### config.mk
export PLATFORM = sky130hd
export DESIGN_NAME = ps2_key_encoder
export DESIGN_NICKNAME = d
export VERILOG_FILES = /design/src/rtl/ps2_key_encoder.sv
export SDC_FILE = /design/constraint.sdc
export NUM_CORES = 1
export LEC_CHECK = 0
export CAP_MARGIN = 40
export CORE_UTILIZATION = 59
export CTS_CLUSTER_DIAMETER = 60
export DETAILED_ROUTE_END_ITERATION = 10
export GPL_ROUTABILITY_DRIVEN = 0
export GPL_TIMING_DRIVEN = 0
export PLACE_DENSITY = 0.89
export SLEW_MARGIN = 20
export SYNTH_ARGS = -nofsm -noshare
export SYNTH_HDL_FRONTEND = slang
export SYNTH_SLANG_ARGS = --single-unit
### constraint.sdc
create_clock -name clk_sys -period 2.5 [get_ports clk_sys]
set_clock_uncertainty 0.2 [all_clocks]
set_input_delay 0.5 -clock clk_sys [delete_from_list [all_inputs] [get_ports clk_sys]]
set_output_delay 0.5 -clock clk_sys [all_outputs]
set_load 0.005 [all_outputs]
### src/rtl/ps2_key_encoder.sv
// PS/2 keyboard frame receiver producing the 11-bit ps2_key event bus {toggle, pressed, extended, code}.
// Optional macro PS2_TYPEMATIC_FILTER_EN suppresses repeated make events for the key already held.
module ps2_key_encoder #(
   parameter int FILT    = 8,
   parameter int TIMEOUT = 49152
) (
   input  logic        clk_sys,
   input  logic        I_RESETn,
   input  logic        ps2_clk,
   input  logic        ps2_data,
   output logic [10:0] ps2_key,
   output logic        frame_err,
   output logic        busy
);

   localparam int FW = (FILT > 1) ? $clog2(FILT + 1) : 1;
   localparam int TW = $clog2(TIMEOUT + 1);

   typedef enum logic [1:0] {S_IDLE, S_DATA, S_PARITY, S_STOP} state_t;

   logic          r_clk_s1, r_clk_s2, r_dat_s1, r_dat_s2;
   logic          r_fclk;
   logic [FW-1:0] r_fcnt;
   logic [TW-1:0] r_tcnt;
   state_t        r_state;
   logic [2:0]    r_bitcnt;
   logic [7:0]    r_shift;
   logic          r_par;
   logic          r_acc;
   logic [7:0]    r_byte;
   logic          r_err;
   logic          r_busy;
   logic          r_ext, r_brk;
   logic [2:0]    r_skip;
   logic [10:0]   r_key;

   logic          w_chg, w_fall, w_tout;
   logic [10:0]   w_event;

   // A filtered edge is the cycle the synchronised level has differed for FILT cycles.
   assign w_chg   = (r_clk_s2 != r_fclk) && (r_fcnt == FW'(FILT - 1));
   assign w_fall  = w_chg && r_fclk;
   assign w_tout  = (r_tcnt == TW'(TIMEOUT - 1)) && !w_chg;
   assign w_event = {~r_key[10], ~r_brk, r_ext, r_byte};

   always_ff @(posedge clk_sys or negedge I_RESETn) begin
      if (!I_RESETn) begin
         r_clk_s1 <= 1'b1;
         r_clk_s2 <= 1'b1;
         r_dat_s1 <= 1'b1;
         r_dat_s2 <= 1'b1;
         r_fclk   <= 1'b1;
         r_fcnt   <= '0;
         r_tcnt   <= '0;
      end else begin
         r_clk_s1 <= ps2_clk;
         r_clk_s2 <= r_clk_s1;
         r_dat_s1 <= ps2_data;
         r_dat_s2 <= r_dat_s1;
         if (r_clk_s2 == r_fclk) begin
            r_fcnt <= '0;
         end else if (w_chg) begin
            r_fclk <= r_clk_s2;
            r_fcnt <= '0;
         end else begin
            r_fcnt <= r_fcnt + 1'b1;
         end
         if (w_chg)
            r_tcnt <= '0;
         else if (r_tcnt != TW'(TIMEOUT))
            r_tcnt <= r_tcnt + 1'b1;
      end
   end

   always_ff @(posedge clk_sys or negedge I_RESETn) begin
      if (!I_RESETn) begin
         r_state  <= S_IDLE;
         r_bitcnt <= '0;
         r_shift  <= '0;
         r_par    <= 1'b0;
         r_acc    <= 1'b0;
         r_byte   <= '0;
         r_err    <= 1'b0;
         r_busy   <= 1'b0;
      end else begin
         r_err <= 1'b0;
         r_acc <= 1'b0;
         case (r_state)
            S_IDLE: begin
               if (w_fall && !r_dat_s2) begin
                  r_state  <= S_DATA;
                  r_busy   <= 1'b1;
                  r_bitcnt <= '0;
               end
            end
            S_DATA: begin
               if (w_tout) begin
                  r_state <= S_IDLE;
                  r_busy  <= 1'b0;
                  r_err   <= 1'b1;
               end else if (w_fall) begin
                  r_shift  <= {r_dat_s2, r_shift[7:1]};
                  r_bitcnt <= r_bitcnt + 1'b1;
                  if (r_bitcnt == 3'd7)
                     r_state <= S_PARITY;
               end
            end
            S_PARITY: begin
               if (w_tout) begin
                  r_state <= S_IDLE;
                  r_busy  <= 1'b0;
                  r_err   <= 1'b1;
               end else if (w_fall) begin
                  r_par   <= r_dat_s2;
                  r_state <= S_STOP;
               end
            end
            S_STOP: begin
               if (w_tout) begin
                  r_state <= S_IDLE;
                  r_busy  <= 1'b0;
                  r_err   <= 1'b1;
               end else if (w_fall) begin
                  r_state <= S_IDLE;
                  r_busy  <= 1'b0;
                  if (r_dat_s2 && (^{r_shift, r_par})) begin
                     r_acc  <= 1'b1;
                     r_byte <= r_shift;
                  end else begin
                     r_err  <= 1'b1;
                  end
               end
            end
            default: begin
               r_state <= S_IDLE;
               r_busy  <= 1'b0;
            end
         endcase
      end
   end

`ifdef PS2_TYPEMATIC_FILTER_EN
   logic       r_lm_valid, r_lm_ext;
   logic [7:0] r_lm_code;
   logic       w_repeat;

   assign w_repeat = r_lm_valid && (r_lm_ext == r_ext) && (r_lm_code == r_byte);
`endif

   // Skip counting takes priority so the bytes inside a Pause sequence (including its E1) are swallowed.
   always_ff @(posedge clk_sys or negedge I_RESETn) begin
      if (!I_RESETn) begin
         r_key  <= '0;
         r_ext  <= 1'b0;
         r_brk  <= 1'b0;
         r_skip <= '0;
`ifdef PS2_TYPEMATIC_FILTER_EN
         r_lm_valid <= 1'b0;
         r_lm_ext   <= 1'b0;
         r_lm_code  <= '0;
`endif
      end else if (r_err) begin
         r_ext <= 1'b0;
         r_brk <= 1'b0;
      end else if (r_acc) begin
         if (r_skip != 3'd0) begin
            r_skip <= r_skip - 1'b1;
         end else if (r_byte == 8'hE0) begin
            r_ext <= 1'b1;
         end else if (r_byte == 8'hF0) begin
            r_brk <= 1'b1;
         end else if (r_byte == 8'hE1) begin
            r_skip <= 3'd7;
         end else begin
            r_ext <= 1'b0;
            r_brk <= 1'b0;
`ifdef PS2_TYPEMATIC_FILTER_EN
            if (r_brk) begin
               r_key      <= w_event;
               r_lm_valid <= 1'b0;
            end else if (!w_repeat) begin
               r_key      <= w_event;
               r_lm_valid <= 1'b1;
               r_lm_ext   <= r_ext;
               r_lm_code  <= r_byte;
            end
`else
            r_key <= w_event;
`endif
         end
      end
   end

   assign ps2_key   = r_key;
   assign frame_err = r_err;
   assign busy      = r_busy;

endmodule

Word level (Yosys, flattened, before mapping)
Cells that the tools add are included.
{ "word_totals": {"reg_bits": 66, "input_bits": 4, "out_inout_bits": 13, "wordCells": 131} }
{ "classes": {"addsub": 4, "eq_ne": 27, "n_mux": 46, "bitwise_logic": 9, "reduce_logical": 26} }
{ "op_table": {"columns": ["op", "n"], "rows": [
  ["16-bit two-way mux", 2],
  ["8-bit equality test, second input constant", 3],
  ["1-bit two-way mux", 23],
  ["3-bit two-way mux", 7],
  ["3-bit != test, second input constant", 7],
  ["16-bit by 1-bit adder with 16-bit output, second input constant", 1],
  ["16-bit equality test, second input constant", 1],
  ["2-bit two-way mux", 8],
  ["16-bit != test, second input constant", 1],
  ["4-bit AND reduction", 4],
  ["2-bit != test, second input constant", 7],
  ["5-bit AND reduction", 2],
  ["1-bit NOT", 9],
  ["3-bit AND reduction", 3],
  ["9-bit XOR reduction", 1],
  ["4-bit two-way mux", 2],
  ["2-bit case mux with 4 select lines", 1],
  ["2-bit nonzero test", 4],
  ["3-bit case mux with 2 select lines", 1],
  ["6-bit AND reduction", 1],
  ["1-bit logical AND", 5],
  ["4-bit by 1-bit adder with 4-bit output, second input constant", 1],
  ["2-bit equality test, second input constant", 2],
  ["4-bit by 3-bit equality test with 1-bit output, second input constant", 1],
  ["other kinds (14)", 15]
]} }

Depth between registers and ports, before layout
{ "depth": {"word_depth": 7, "mapped_depth": 7, "mapped_depth_nobuf": 7} }

Worst setup path after synthesis
Ideal clock, no wire load.
{ "synth_path": {"path_kind": "register -> register", "from": "register r_fcnt[0]", "to": "register r_busy (netlist: busy)", "setup_ps": 125, "t_arrival_ps": 1884, "required_ps": 2175, "setup_slack_ps": 291, "stages_incl_launch_ff": 8, "path_buffers": 1, "synth_period_minus_slack_ps": 2209, "cell_sequence": "dfrtp_1 ha_1 and3b_1 nor2b_1 buf_2 nor4bb_4 o21ai_2 mux2_4"} }
{ "synth_between": {"elab_chain_cells": 6, "elab_cells_between_ends": 12, "cone_classes": "eq/ne: 4; mux: 2; reduce/logical: 6"} }
{ "synth_lines": {"columns": ["element", "line", "text"], "rows": [
  ["start: declaration", "23", "logic [FW-1:0] r_fcnt;"],
  ["start signal: assignment", "66", "r_fcnt <= r_fcnt + 1'b1;"],
  ["4-bit by 3-bit equality test with 1-bit output (*)", "41", "assign w_chg = (r_clk_s2 != r_fclk) && (r_fcnt == FW'(FILT - 1));"],
  ["1-bit logical AND (*)", "41", null],
  ["1-bit logical NOT or 1-bit logical AND (tied branches)", "43, 42", null],
  ["1-bit logical AND (on tied branches)", "43, 90", null],
  ["3-bit != test (no line) (tied with other cells)", null, null],
  ["3-bit AND reduction (no line) or 1-bit case mux with 3 select lines (tied branches)", null, null],
  ["end signal: assignment", "84", "r_busy <= 1'b0;"],
  ["end signal: assignment", "92", "r_busy <= 1'b1;"],
  ["end signal: assignment", "99", "r_busy <= 1'b0;"],
  ["end: declaration", "32", "logic r_busy;"]
]} }
Every way passes the cells marked *; elsewhere a longest branch is shown, timed or not.
A chain may end at the register's enable or synchronous reset.

Worst setup path in the final report
{ "layout_path": {"from": "register r_fcnt[0]", "to": "register r_bitcnt[2]"} }
{ "layout_between": {"elab_chain_cells": 6, "elab_cells_between_ends": 10, "cone_classes": "eq/ne: 4; reduce/logical: 6"} }
{ "layout_lines": {"columns": ["element", "line", "text"], "rows": [
  ["4-bit by 3-bit equality test with 1-bit output (*)", "41", null],
  ["1-bit logical AND (*)", "41", null],
  ["1-bit logical NOT or 1-bit logical AND (tied branches)", "43, 42", null],
  ["1-bit logical AND (on tied branches)", "43, 90", null],
  ["2-bit != test (no line)", null, null],
  ["4-bit AND reduction (no line) (*)", null, null],
  ["end signal: assignment", "103", "r_bitcnt <= r_bitcnt + 1'b1;"],
  ["end: declaration", "26", "logic [2:0] r_bitcnt;"]
]} }
Marked as above.

==> reports/results.ini <==
[critical_path]
cp_common_cell = buf_4
worstSetupStartpoint = r_fcnt[0]
crit_required_ns = 2.54
critPathKind = register to register
cp_slowest_cell = dfrtp_1
worstPathMaxFanout = 9
worstRegToRegCells = 9
crit_chain = ha_1 -> and3b_1 -> nor2b_1 -> buf_2 -> nor4bb_4 -> buf_4 -> buf_4 -> a22o_2 -> a22o_1
rr_endpoint = r_bitcnt[2]
start_kind = register
reg2reg_slack_ns = 0.13
reg2reg_from = r_fcnt[0]
cpPeakStageDelay_ns = 0.38
endpoint = r_bitcnt[2]
end_kind = register
critPathArrivalTime_ns = 2.40

[clock_network]
clock_sinks = 66
cts_max_level = 3
clkLatencyLatePin_ns = 0.35
path_clk_slew_ns = 0.07
cts_resized = 0
clk_path_buf_depth = 2
cts_buffers = 9
cts_tree = yes
ctsRootBufferMaster = clkbuf_8

[layout]
antennaDiodeCount = 0
area_growth_pct = 15.9
final_common_cell = dfrtp_1
layout.nets = 305
fin_cells = 365
final_util = 0.709
final_cell_mix = dfrtp_1, mux2_2, nor2_1
drive_gt1_frac = 0.214

[synth]
synthCells = 258
yosys_warnings = 0
synth_edf_count = 0
syn-cell-area_um2 = 3110
yosysSeqAreaShare = 0.534
ys_ff_latch = 66
async_flop_share = 1.00
yosysUniqueCellTypes = 49
syn_nets = 273
synth_area_per_cell_um2 = 12.0
synth_ff_type = dfrtp_1

[global_routing]
grt_pass1_vias = 1952
grt_pass1_wl_um = 8960
grtUsageTotal = 0.222
overflow = 0
grt_start_max_net_pins = 45
antenna_found_initial = 0

[run_status]
status = complete, no violations

[drt]
wl_per_cell_um = 14.5
drt_iter0_markers = 132
vias = 2041
firstDrtPassIters = 4
drt-vias-per-instance = 5.59
drt_wl_total_um = 5300
drc = 0
antenna_left = 0

[power_and_ir_drop]
p_total_w = 0.00265
irDropWorstVdd_mv = 0.560
power.density_nw_per_um2 = 737
p_leak_nw = 1.72

[floorplan]
rows = 26
initial_core_util = 0.612
die_y_um = 74.6
die_w_um = 74.6
core_area_um2 = 5070
io_pins = 17
dieArea_um2 = 5560

[sta]
maxSlewHeadroom = 0.665
setup_viol = 0
fin_hold_ws_ns = 0.157
fin_ws_ns = 0.134
worstMarginPinSlew_ns = 0.498
rsz0062_at_grt = false
fmax_ghz = 0.423
post-route-period-util = 0.946
hold_violations = 0
slew_viol_final = 0
layout_min_cycle_time_ns = 2.37

[worst_hold_path]
hold_path_class = register to register

[placed_design]
dp_hpwl_um = 3720
dpl_worst_slack_ns = 0.0933
port-buffer-count = 16
placed_cells = 345

[run]
max_cap_viol_count = 0

worst max-delay path: cells and delay by family (launching register included):
family          cells  cell delay [ns]
flops               1             0.38
simple gates        3             0.48
buf+inv             3             0.52
compound gates      2             0.47
fa+ha+maj           1             0.21
registers in the layout, summed over array words and instances, names as in the netlist, 2 cells and up:
register,flops
ps2_key,11
r_state,2
r_skip,3
r_byte,8
r_fcnt,4
r_shift,8
r_tcnt,16
r_bitcnt,3
metrics by stage:
stage          TNS [ns]  area (um^2)
6_report              0         3600
5_1_grt               0         3600
4_1_cts               0         3580
3_5_place_dp          0         3370
3_3_place_gp     -81.88         3350
2_1_floorplan         0         3110
logic make-up (layout without fill, tap and decap cells):
logic type | count (synthesis) | after routing | synth area share
adders and majority gates | 11 | 11 | 0.0443
DFF | 66 | 66 | 0.534
muxes | 31 | 31 | 0.112
buffers and inverters | 16 | 53 | 0.0201
AOI/OAI and AO/OA | 34 | 34 | 0.0717
and+or+nand+nor | 77 | 77 | 0.147
xor gates and xnor gates | 23 | 23 | 0.0717
power by group:
group | switching [W] | internal (W)
registers | 0.000125 | 0.00118
clock network | 0.000403 | 0.000484
logic | 0.000240 | 0.000218
layout make-up:
class / count / area (um^2)
flip-flops and latches: 66 / 1660
fillers: 360 / 1480
multi-input cells: 176 / 1390
repair buffers: 21 / 210
clock buffers: 11 / 141
well taps: 70 / 87.6
clock inverters: 5 / 53.8
inverters: 11 / 41.3
plain buffers: 5 / 21.3
cells in the mapped netlist, types with 2 or more instances:
cell type / n / share of area
o21a_1: 3 / 0.0072
nand2_1: 11 / 0.013
o21ai_0: 7 / 0.011
nor2_1: 23 / 0.028
nor2b_1: 5 / 0.010
inv_1: 11 / 0.013
nor3_1: 7 / 0.011
dfrtp_1: 61 / 0.49
nand3b_1: 2 / 0.0048
and2_1: 2 / 0.0040
ha_1: 11 / 0.044
dfstp_2: 5 / 0.042
clkbuf_1: 2 / 0.0024
a22o_1: 3 / 0.0085
nand4_1: 4 / 0.0081
nor4_1: 2 / 0.0040
mux2_2: 26 / 0.094
xnor2_1: 12 / 0.034
a22o_2: 2 / 0.0064
xor2_1: 9 / 0.025
nand3_1: 7 / 0.011
a21oi_1: 11 / 0.018
and3_1: 2 / 0.0040
buf_2: 2 / 0.0032
mux2i_1: 4 / 0.013
repair_timing:
action                                  in CTS  in global routing
endpoints found under the setup margin       0                  1
setup buffers                                0                  3
hold buffers                                 1                  0
hold endpoints to repair                    20                  0
per-layer routing:
layer / part of all wire / global-route usage / vias up
li1: - / - / 965
met1: 0.45 / 0.281 / 1020
met2: 0.50 / 0.356 / 39
met3: 0.029 / 0.0461 / 17
met4: 0.028 / 0.126 / 0
met5: 0 / 0 / -
worst min path at each step:
stage,cells past startpoint,slack [ns],to,startpoint
3_5_place_dp,0,0.15,r_dat_s2,r_dat_s1
6_report,0,0.16,r_clk_s2,r_clk_s1
2_1_floorplan,0,0.004,busy,I_RESETn
5_1_grt,0,0.16,r_clk_s2,r_clk_s1
4_1_cts,0,0.16,r_clk_s2,r_clk_s1
3_3_place_gp,0,0.15,r_dat_s2,r_dat_s1
Note: power is estimated with default switching activity, not from simulation.
